===== src/rtl/alu_datapath.sv =====
// Single-cycle ALU datapath: control decode, ALU, branch-target adder and output registers.
// Optional signed-overflow detection for R-type ADD/SUB is built when ALU_OVF_EN is defined.
module alu_datapath (
  input  logic        clk,
  input  logic        reset,
  input  logic        en,
  input  logic [3:0]  alu_op,
  input  logic [5:0]  funct,
  input  logic [4:0]  branchz_func,
  input  logic [4:0]  shamt,
  input  logic [31:0] a,
  input  logic [31:0] b,
  input  logic [31:0] pc,
  input  logic [15:0] imm16,
  output logic [3:0]  alu_ctrl,
  output logic [31:0] result,
  output logic        zero,
  output logic [31:0] branch_target,
  output logic        overflow,
  output logic [31:0] result_q,
  output logic        zero_q,
  output logic [31:0] target_q
);

  localparam logic [3:0] CTRL_AND  = 4'd0;
  localparam logic [3:0] CTRL_OR   = 4'd1;
  localparam logic [3:0] CTRL_ADD  = 4'd2;
  localparam logic [3:0] CTRL_XOR  = 4'd3;
  localparam logic [3:0] CTRL_NOR  = 4'd4;
  localparam logic [3:0] CTRL_SLL  = 4'd5;
  localparam logic [3:0] CTRL_SUB  = 4'd6;
  localparam logic [3:0] CTRL_SLT  = 4'd7;
  localparam logic [3:0] CTRL_SLTU = 4'd8;
  localparam logic [3:0] CTRL_SRL  = 4'd9;
  localparam logic [3:0] CTRL_SRA  = 4'd10;
  localparam logic [3:0] CTRL_NE   = 4'd11;
  localparam logic [3:0] CTRL_LTZ  = 4'd12;
  localparam logic [3:0] CTRL_GEZ  = 4'd13;
  localparam logic [3:0] CTRL_LEZ  = 4'd14;
  localparam logic [3:0] CTRL_GTZ  = 4'd15;

  localparam logic [3:0] OP_ADD    = 4'd0;
  localparam logic [3:0] OP_SUB    = 4'd1;
  localparam logic [3:0] OP_FUNCT  = 4'd2;
  localparam logic [3:0] OP_AND    = 4'd3;
  localparam logic [3:0] OP_OR     = 4'd4;
  localparam logic [3:0] OP_XOR    = 4'd5;
  localparam logic [3:0] OP_SLT    = 4'd6;
  localparam logic [3:0] OP_SLTU   = 4'd7;
  localparam logic [3:0] OP_LUI    = 4'd8;
  localparam logic [3:0] OP_REGIMM = 4'd9;
  localparam logic [3:0] OP_LEZ    = 4'd10;
  localparam logic [3:0] OP_GTZ    = 4'd11;
  localparam logic [3:0] OP_NE     = 4'd12;

  logic [3:0]  funct_ctrl;
  logic [3:0]  regimm_ctrl;
  logic [4:0]  shift_amt;
  logic [31:0] sum_ab;
  logic [32:0] diff_ext;
  logic [31:0] diff_ab;
  logic [31:0] sra_res;
  logic        slt_bit;
  logic        sltu_bit;
  logic        a_neg;
  logic        a_zero;
  logic [31:0] imm_ext;

  always_comb begin
    funct_ctrl = CTRL_ADD;
    case (funct)
      6'h20, 6'h21: funct_ctrl = CTRL_ADD;
      6'h22, 6'h23: funct_ctrl = CTRL_SUB;
      6'h24:        funct_ctrl = CTRL_AND;
      6'h25:        funct_ctrl = CTRL_OR;
      6'h26:        funct_ctrl = CTRL_XOR;
      6'h27:        funct_ctrl = CTRL_NOR;
      6'h2A:        funct_ctrl = CTRL_SLT;
      6'h2B:        funct_ctrl = CTRL_SLTU;
      6'h00, 6'h04: funct_ctrl = CTRL_SLL;
      6'h02, 6'h06: funct_ctrl = CTRL_SRL;
      6'h03, 6'h07: funct_ctrl = CTRL_SRA;
      default:      funct_ctrl = CTRL_ADD;
    endcase
  end

  always_comb begin
    regimm_ctrl = CTRL_ADD;
    case (branchz_func)
      5'h00, 5'h10: regimm_ctrl = CTRL_LTZ;
      5'h01, 5'h11: regimm_ctrl = CTRL_GEZ;
      default:      regimm_ctrl = CTRL_ADD;
    endcase
  end

  // LUI has no code of its own: it reuses the SLL path with a forced amount of 16.
  always_comb begin
    alu_ctrl = CTRL_ADD;
    case (alu_op)
      OP_ADD:    alu_ctrl = CTRL_ADD;
      OP_SUB:    alu_ctrl = CTRL_SUB;
      OP_FUNCT:  alu_ctrl = funct_ctrl;
      OP_AND:    alu_ctrl = CTRL_AND;
      OP_OR:     alu_ctrl = CTRL_OR;
      OP_XOR:    alu_ctrl = CTRL_XOR;
      OP_SLT:    alu_ctrl = CTRL_SLT;
      OP_SLTU:   alu_ctrl = CTRL_SLTU;
      OP_LUI:    alu_ctrl = CTRL_SLL;
      OP_REGIMM: alu_ctrl = regimm_ctrl;
      OP_LEZ:    alu_ctrl = CTRL_LEZ;
      OP_GTZ:    alu_ctrl = CTRL_GTZ;
      OP_NE:     alu_ctrl = CTRL_NE;
      default:   alu_ctrl = CTRL_ADD;
    endcase
  end

  always_comb begin
    shift_amt = shamt;
    if (alu_op == OP_LUI) begin
      shift_amt = 5'd16;
    end else if (funct[2]) begin
      shift_amt = a[4:0];
    end
  end

  assign sum_ab   = a + b;
  assign diff_ext = {1'b0, a} - {1'b0, b};
  assign diff_ab  = diff_ext[31:0];
  assign sra_res  = $signed(b) >>> shift_amt;
  // Signed less-than: differing signs decide directly, otherwise the difference sign does.
  assign slt_bit  = (a[31] != b[31]) ? a[31] : diff_ab[31];
  assign sltu_bit = diff_ext[32];
  assign a_neg    = a[31];
  assign a_zero   = (a == 32'd0);

  // Branch tests return 0 when taken so that zero doubles as the taken flag.
  always_comb begin
    result = sum_ab;
    case (alu_ctrl)
      CTRL_AND:  result = a & b;
      CTRL_OR:   result = a | b;
      CTRL_ADD:  result = sum_ab;
      CTRL_XOR:  result = a ^ b;
      CTRL_NOR:  result = ~(a | b);
      CTRL_SLL:  result = b << shift_amt;
      CTRL_SUB:  result = diff_ab;
      CTRL_SLT:  result = {31'd0, slt_bit};
      CTRL_SLTU: result = {31'd0, sltu_bit};
      CTRL_SRL:  result = b >> shift_amt;
      CTRL_SRA:  result = sra_res;
      CTRL_NE:   result = {31'd0, (a == b)};
      CTRL_LTZ:  result = {31'd0, ~a_neg};
      CTRL_GEZ:  result = {31'd0, a_neg};
      CTRL_LEZ:  result = {31'd0, ~(a_neg | a_zero)};
      CTRL_GTZ:  result = {31'd0, (a_neg | a_zero)};
      default:   result = sum_ab;
    endcase
  end

  assign zero = (result == 32'd0);

  assign imm_ext       = {{14{imm16[15]}}, imm16, 2'b00};
  assign branch_target = pc + 32'd4 + imm_ext;

`ifdef ALU_OVF_EN
  always_comb begin
    overflow = 1'b0;
    if (alu_op == OP_FUNCT) begin
      case (funct)
        6'h20:   overflow = (a[31] == b[31]) && (sum_ab[31] != a[31]);
        6'h22:   overflow = (a[31] != b[31]) && (diff_ab[31] != a[31]);
        default: overflow = 1'b0;
      endcase
    end
  end
`else
  assign overflow = 1'b0;
`endif

  always_ff @(posedge clk or negedge reset) begin
    if (!reset) begin
      result_q <= 32'd0;
      zero_q   <= 1'b0;
      target_q <= 32'd0;
    end else if (en) begin
      result_q <= result;
      zero_q   <= zero;
      target_q <= branch_target;
    end
  end

endmodule


===== config.mk =====
export PLATFORM = sky130hd
export DESIGN_NAME = alu_datapath
export DESIGN_NICKNAME = d
export VERILOG_FILES = /design/src/rtl/alu_datapath.sv
export SDC_FILE = /design/constraint.sdc
export NUM_CORES = 1
export LEC_CHECK = 0
export ABC_AREA = 1
export BUFFER_PORTS_ARGS = -buffer_cell sky130_fd_sc_hd__buf_2
export CAP_MARGIN = 20
export CELL_PAD_IN_SITES_DETAIL_PLACEMENT = 0
export CELL_PAD_IN_SITES_GLOBAL_PLACEMENT = 1
export CORE_MARGIN = 3
export CORE_UTILIZATION = 39
export DETAILED_ROUTE_END_ITERATION = 6
export GPL_TIMING_DRIVEN = 0
export PLACE_DENSITY = 0.94
export SLEW_MARGIN = 15
export SYNTH_ARGS = -nofsm -noshare
export SYNTH_HDL_FRONTEND = slang
export SYNTH_SLANG_ARGS = --single-unit

===== constraint.sdc =====
create_clock -name clk -period 9.4 [get_ports clk]
set_input_delay 2.82 -clock clk [delete_from_list [all_inputs] [get_ports clk]]
set_output_delay 2.82 -clock clk [all_outputs]
set_load 0.01 [all_outputs]

==> results.py <==
metrics = {
    "grt": {
        "globalRouteMet1Util": 0.534,
        "use_met2": 0.582,
        "met3_usage": 0.0747,
        "grt_pass1_vias": 18882,
        "grt.overflow.total": 0,
        "antenna_found_initial": 1,
        "top_usage_layer": "met2",
        "grt_max_degree": 47,
        "track_usage": 0.386,
        "grt_pass1_wl_mm": 121,
    },
    "detailed_routing": {
        "vias": 21044,
        "drtIter0Drc": 2987,
        "vias_per_cell": 5.79,
        "drt_first_pass_iters": 7,
        "drc": 0,
        "drtAntennaViolNets": 0,
        "post_drt_wl_per_cell_um": 23.5,
        "wl_mm": 85.4,
    },
    "critical_path": {
        "cp-start-kind": "primary input",
        "slowest_delay_ns": 0.64,
        "worstPathRequired_ns": 6.58,
        "reg2reg_slack_ns": 8.66,
        "r2r_start": "target_q[2]",
        "crit_top_cell": "nand2_1",
        "path_cells": "buf_2, inv_2, nand2_1, nand2_1, nor2_4, clkbuf_1, nand3_1, nand3_1, nand3_1, o211ai_1, nand2_1, nand3_1, nand2_1, nand2_1, nor2_1, nand2_1, nor2_1, and2_1, buf_2",
        "crit_family": "simple AND/OR/NAND/NOR gates",
        "path_class": "in2out",
        "slowest_stage": "clkbuf_1",
        "crit_fanout": 10,
        "rr_endpoint": "target_q[2]",
        "critPathCaptureType": "output pin",
        "ff2ff_path_depth": 2,
        "crit_buf_inv": 4,
        "crit_arrival_ns": 6.49,
    },
    "clock_tree": {
        "clock_tree.buffer_depth": 2,
        "tritoncts": "yes",
        "cts-htree-levels": 3,
        "insertion_delay_ns": 0.33,
        "cts-buffers-inserted": 9,
        "clkSinkCount": 65,
        "clk_pin_slew_ns": 0.05,
        "cts_root_buf": "clkbuf_16",
    },
    "timing": {
        "slew_violations": 0,
        "worst_slack_ns": 0.0888,
        "finalHoldViolCount": 0,
        "setup_viol": 0,
        "max-slew-margin-rel": 0.259,
        "period_minus_slack_ns": 9.31,
        "worst_slew_pin_slew_ns": 1.11,
        "finalCritPeriodShare": 0.991,
        "finClkSkew_ns": 0,
        "max_freq_mhz": 107,
        "setup-tns-final_ns": 0,
        "hold_ws_ns": 0.467,
    },
    "place": {
        "placed_area_um2": 17400,
        "gp_congestion": 1.04,
        "port_buffers": 265,
        "preCtsSetupSlack_ns": -0.393,
        "placedCellCount": 3634,
        "hpwl_mm": 71.9,
    },
    "floorplanning": {
        "initial_core_util": 0.396,
        "ios": 270,
        "design.core.area_um2": 38800,
        "fp.dieH_um": 205,
        "die-width_um": 205,
        "num_rows": 72,
        "floorplan.die_area_um2": 41800,
    },
    "cells_and_area": {
        "fillCellCount": 4541,
        "area_growth_pct": 16.8,
        "drive_gt1_frac": 0.143,
        "final_cells": 3637,
        "finalNetCount": 3409,
        "final_common_cell": "nand2_1",
        "finalInstanceArea_um2": 18000,
        "final_core_util": 0.462,
        "final_cell_mix": "nand2_1 (910), nand3_1 (507), buf_2 (289), inv_1 (288), nor2_1 (261)",
    },
    "flow_run": {
        "maxCapViolations": 0,
    },
    "synth": {
        "syn_nets": 3146,
        "synth_edf_count": 0,
        "synthDistinctLibCells": 48,
        "async_flop_share": 1.00,
        "syn-instance-count": 2850,
        "syn-cell-area_um2": 15400,
        "synth-seq-area-share": 0.106,
        "yosysWarnings": 0,
        "synth.avg_cell_area_um2": 5.39,
        "synth_ff_type": "dfrtp_1",
        "synth_seq_cells": 65,
    },
    "run_status": {
        "run_status": "completed",
    },
    "pwr": {
        "ir_drop_mv": 0.0769,
        "total_power_mw": 2.34,
        "pwr_density_cell_nw_per_um2": 131,
        "leakagePower_nw": 9.94,
    },
    "hold_path": {
        "min_from": "target_q[3]",
        "min_to": "target_q[3]",
        "holdPathStages": 2,
        "hold_class": "reg2reg",
    },
}
## how the worst max path moves through the flow
stage,to,cells after the start,start,slack [ns]
after floorplan,zero,25,b[2],1.03
after global placement,zero,22,b[17],-0.46
after detailed placement,zero,22,b[17],-0.39
after CTS,zero,25,b[19],0.006
after global routing,zero,26,b[1],-0.02
final,zero,19,funct[2],0.09
## cells in the mapped netlist (all sizes together), types with 2 or more instances
cell type / count / area share
o21ai: 136 / 0.044
and2: 7 / 0.0028
or2: 30 / 0.012
a21o: 4 / 0.0020
nand4: 29 / 0.012
nor3: 22 / 0.0078
o211ai: 17 / 0.0083
ha: 157 / 0.13
xor2: 28 / 0.016
nor4: 5 / 0.0020
o21bai: 8 / 0.0039
a21oi: 141 / 0.046
fa: 4 / 0.0052
nand2: 923 / 0.23
xnor2: 16 / 0.0091
o22ai: 2 / 0.00081
clkbuf: 71 / 0.017
dfrtp: 65 / 0.11
o21a: 13 / 0.0063
inv: 317 / 0.077
a21boi: 5 / 0.0024
nand3b: 6 / 0.0029
buf: 42 / 0.015
nand3: 511 / 0.17
nor2: 285 / 0.075
## report_power, final
group,total (mW),internal [mW],leakage (nW),switching (mW)
Sequential,0.384,0.349,0.808,0.0353
Clock,0.331,0.212,0.144,0.119
Combinational,1.63,0.489,8.99,1.14
## logic make-up (layout without fill, tap and decap cells)
| kind of cell | after synthesis | after routing | synth area share |
|---|---|---|---|
| muxes | 1 | 1 | 0.000651 |
| xor gates and xnor gates | 44 | 44 | 0.0251 |
| AOI/OAI and AO/OA | 330 | 330 | 0.116 |
| and+or+nand+nor | 1818 | 1818 | 0.510 |
| adders and majority gates | 161 | 161 | 0.133 |
| DFF | 65 | 65 | 0.106 |
| other | 1 | 2 | 0.000244 |
| buffers and inverters | 430 | 698 | 0.110 |
## worst min-delay path: cells and delay by family, from the launching register on
kind          cells  cell delay (ns)
simple gates      2             0.10
flops             1             0.33
## state kept, by name, summed over array words and instances, names as in the netlist
name / count
result_q: 32
target_q: 32
zero_q: 1
## layer usage
layer  wire length, um  vias to the layer above
met1             34600                     9497
met5                 0                        -
li1                  -                     9781
met2             35000                     1525
met4              4870                        0
met3             10900                      241
## cell type report
| class | instances | area (um^2) | area share |
|---|---|---|---|
| Multi-Input combinational cell | 2355 | 12300 | 0.686 |
| Sequential cell | 65 | 1630 | 0.0906 |
| Timing Repair Buffer | 273 | 1410 | 0.0785 |
| Inverter | 317 | 1230 | 0.0684 |
| Tap cell | 518 | 648 | 0.0361 |
| Buffer | 92 | 438 | 0.0244 |
| Clock buffer | 13 | 250 | 0.0139 |
| Clock inverter | 3 | 40.0 | 0.00223 |
| Antenna cell | 1 | 2.50 | 0.000139 |
## repair_timing
| action | in CTS | in global routing |
|---|---|---|
| pin swaps | 0 | 1 |
| setup endpoints to repair | 1 | 1 |
| hold buffers | 0 | 0 |
| resized for setup | 13 | 77 |
| setup buffers | 0 | 7 |
(Power assumes the default switching activity.)
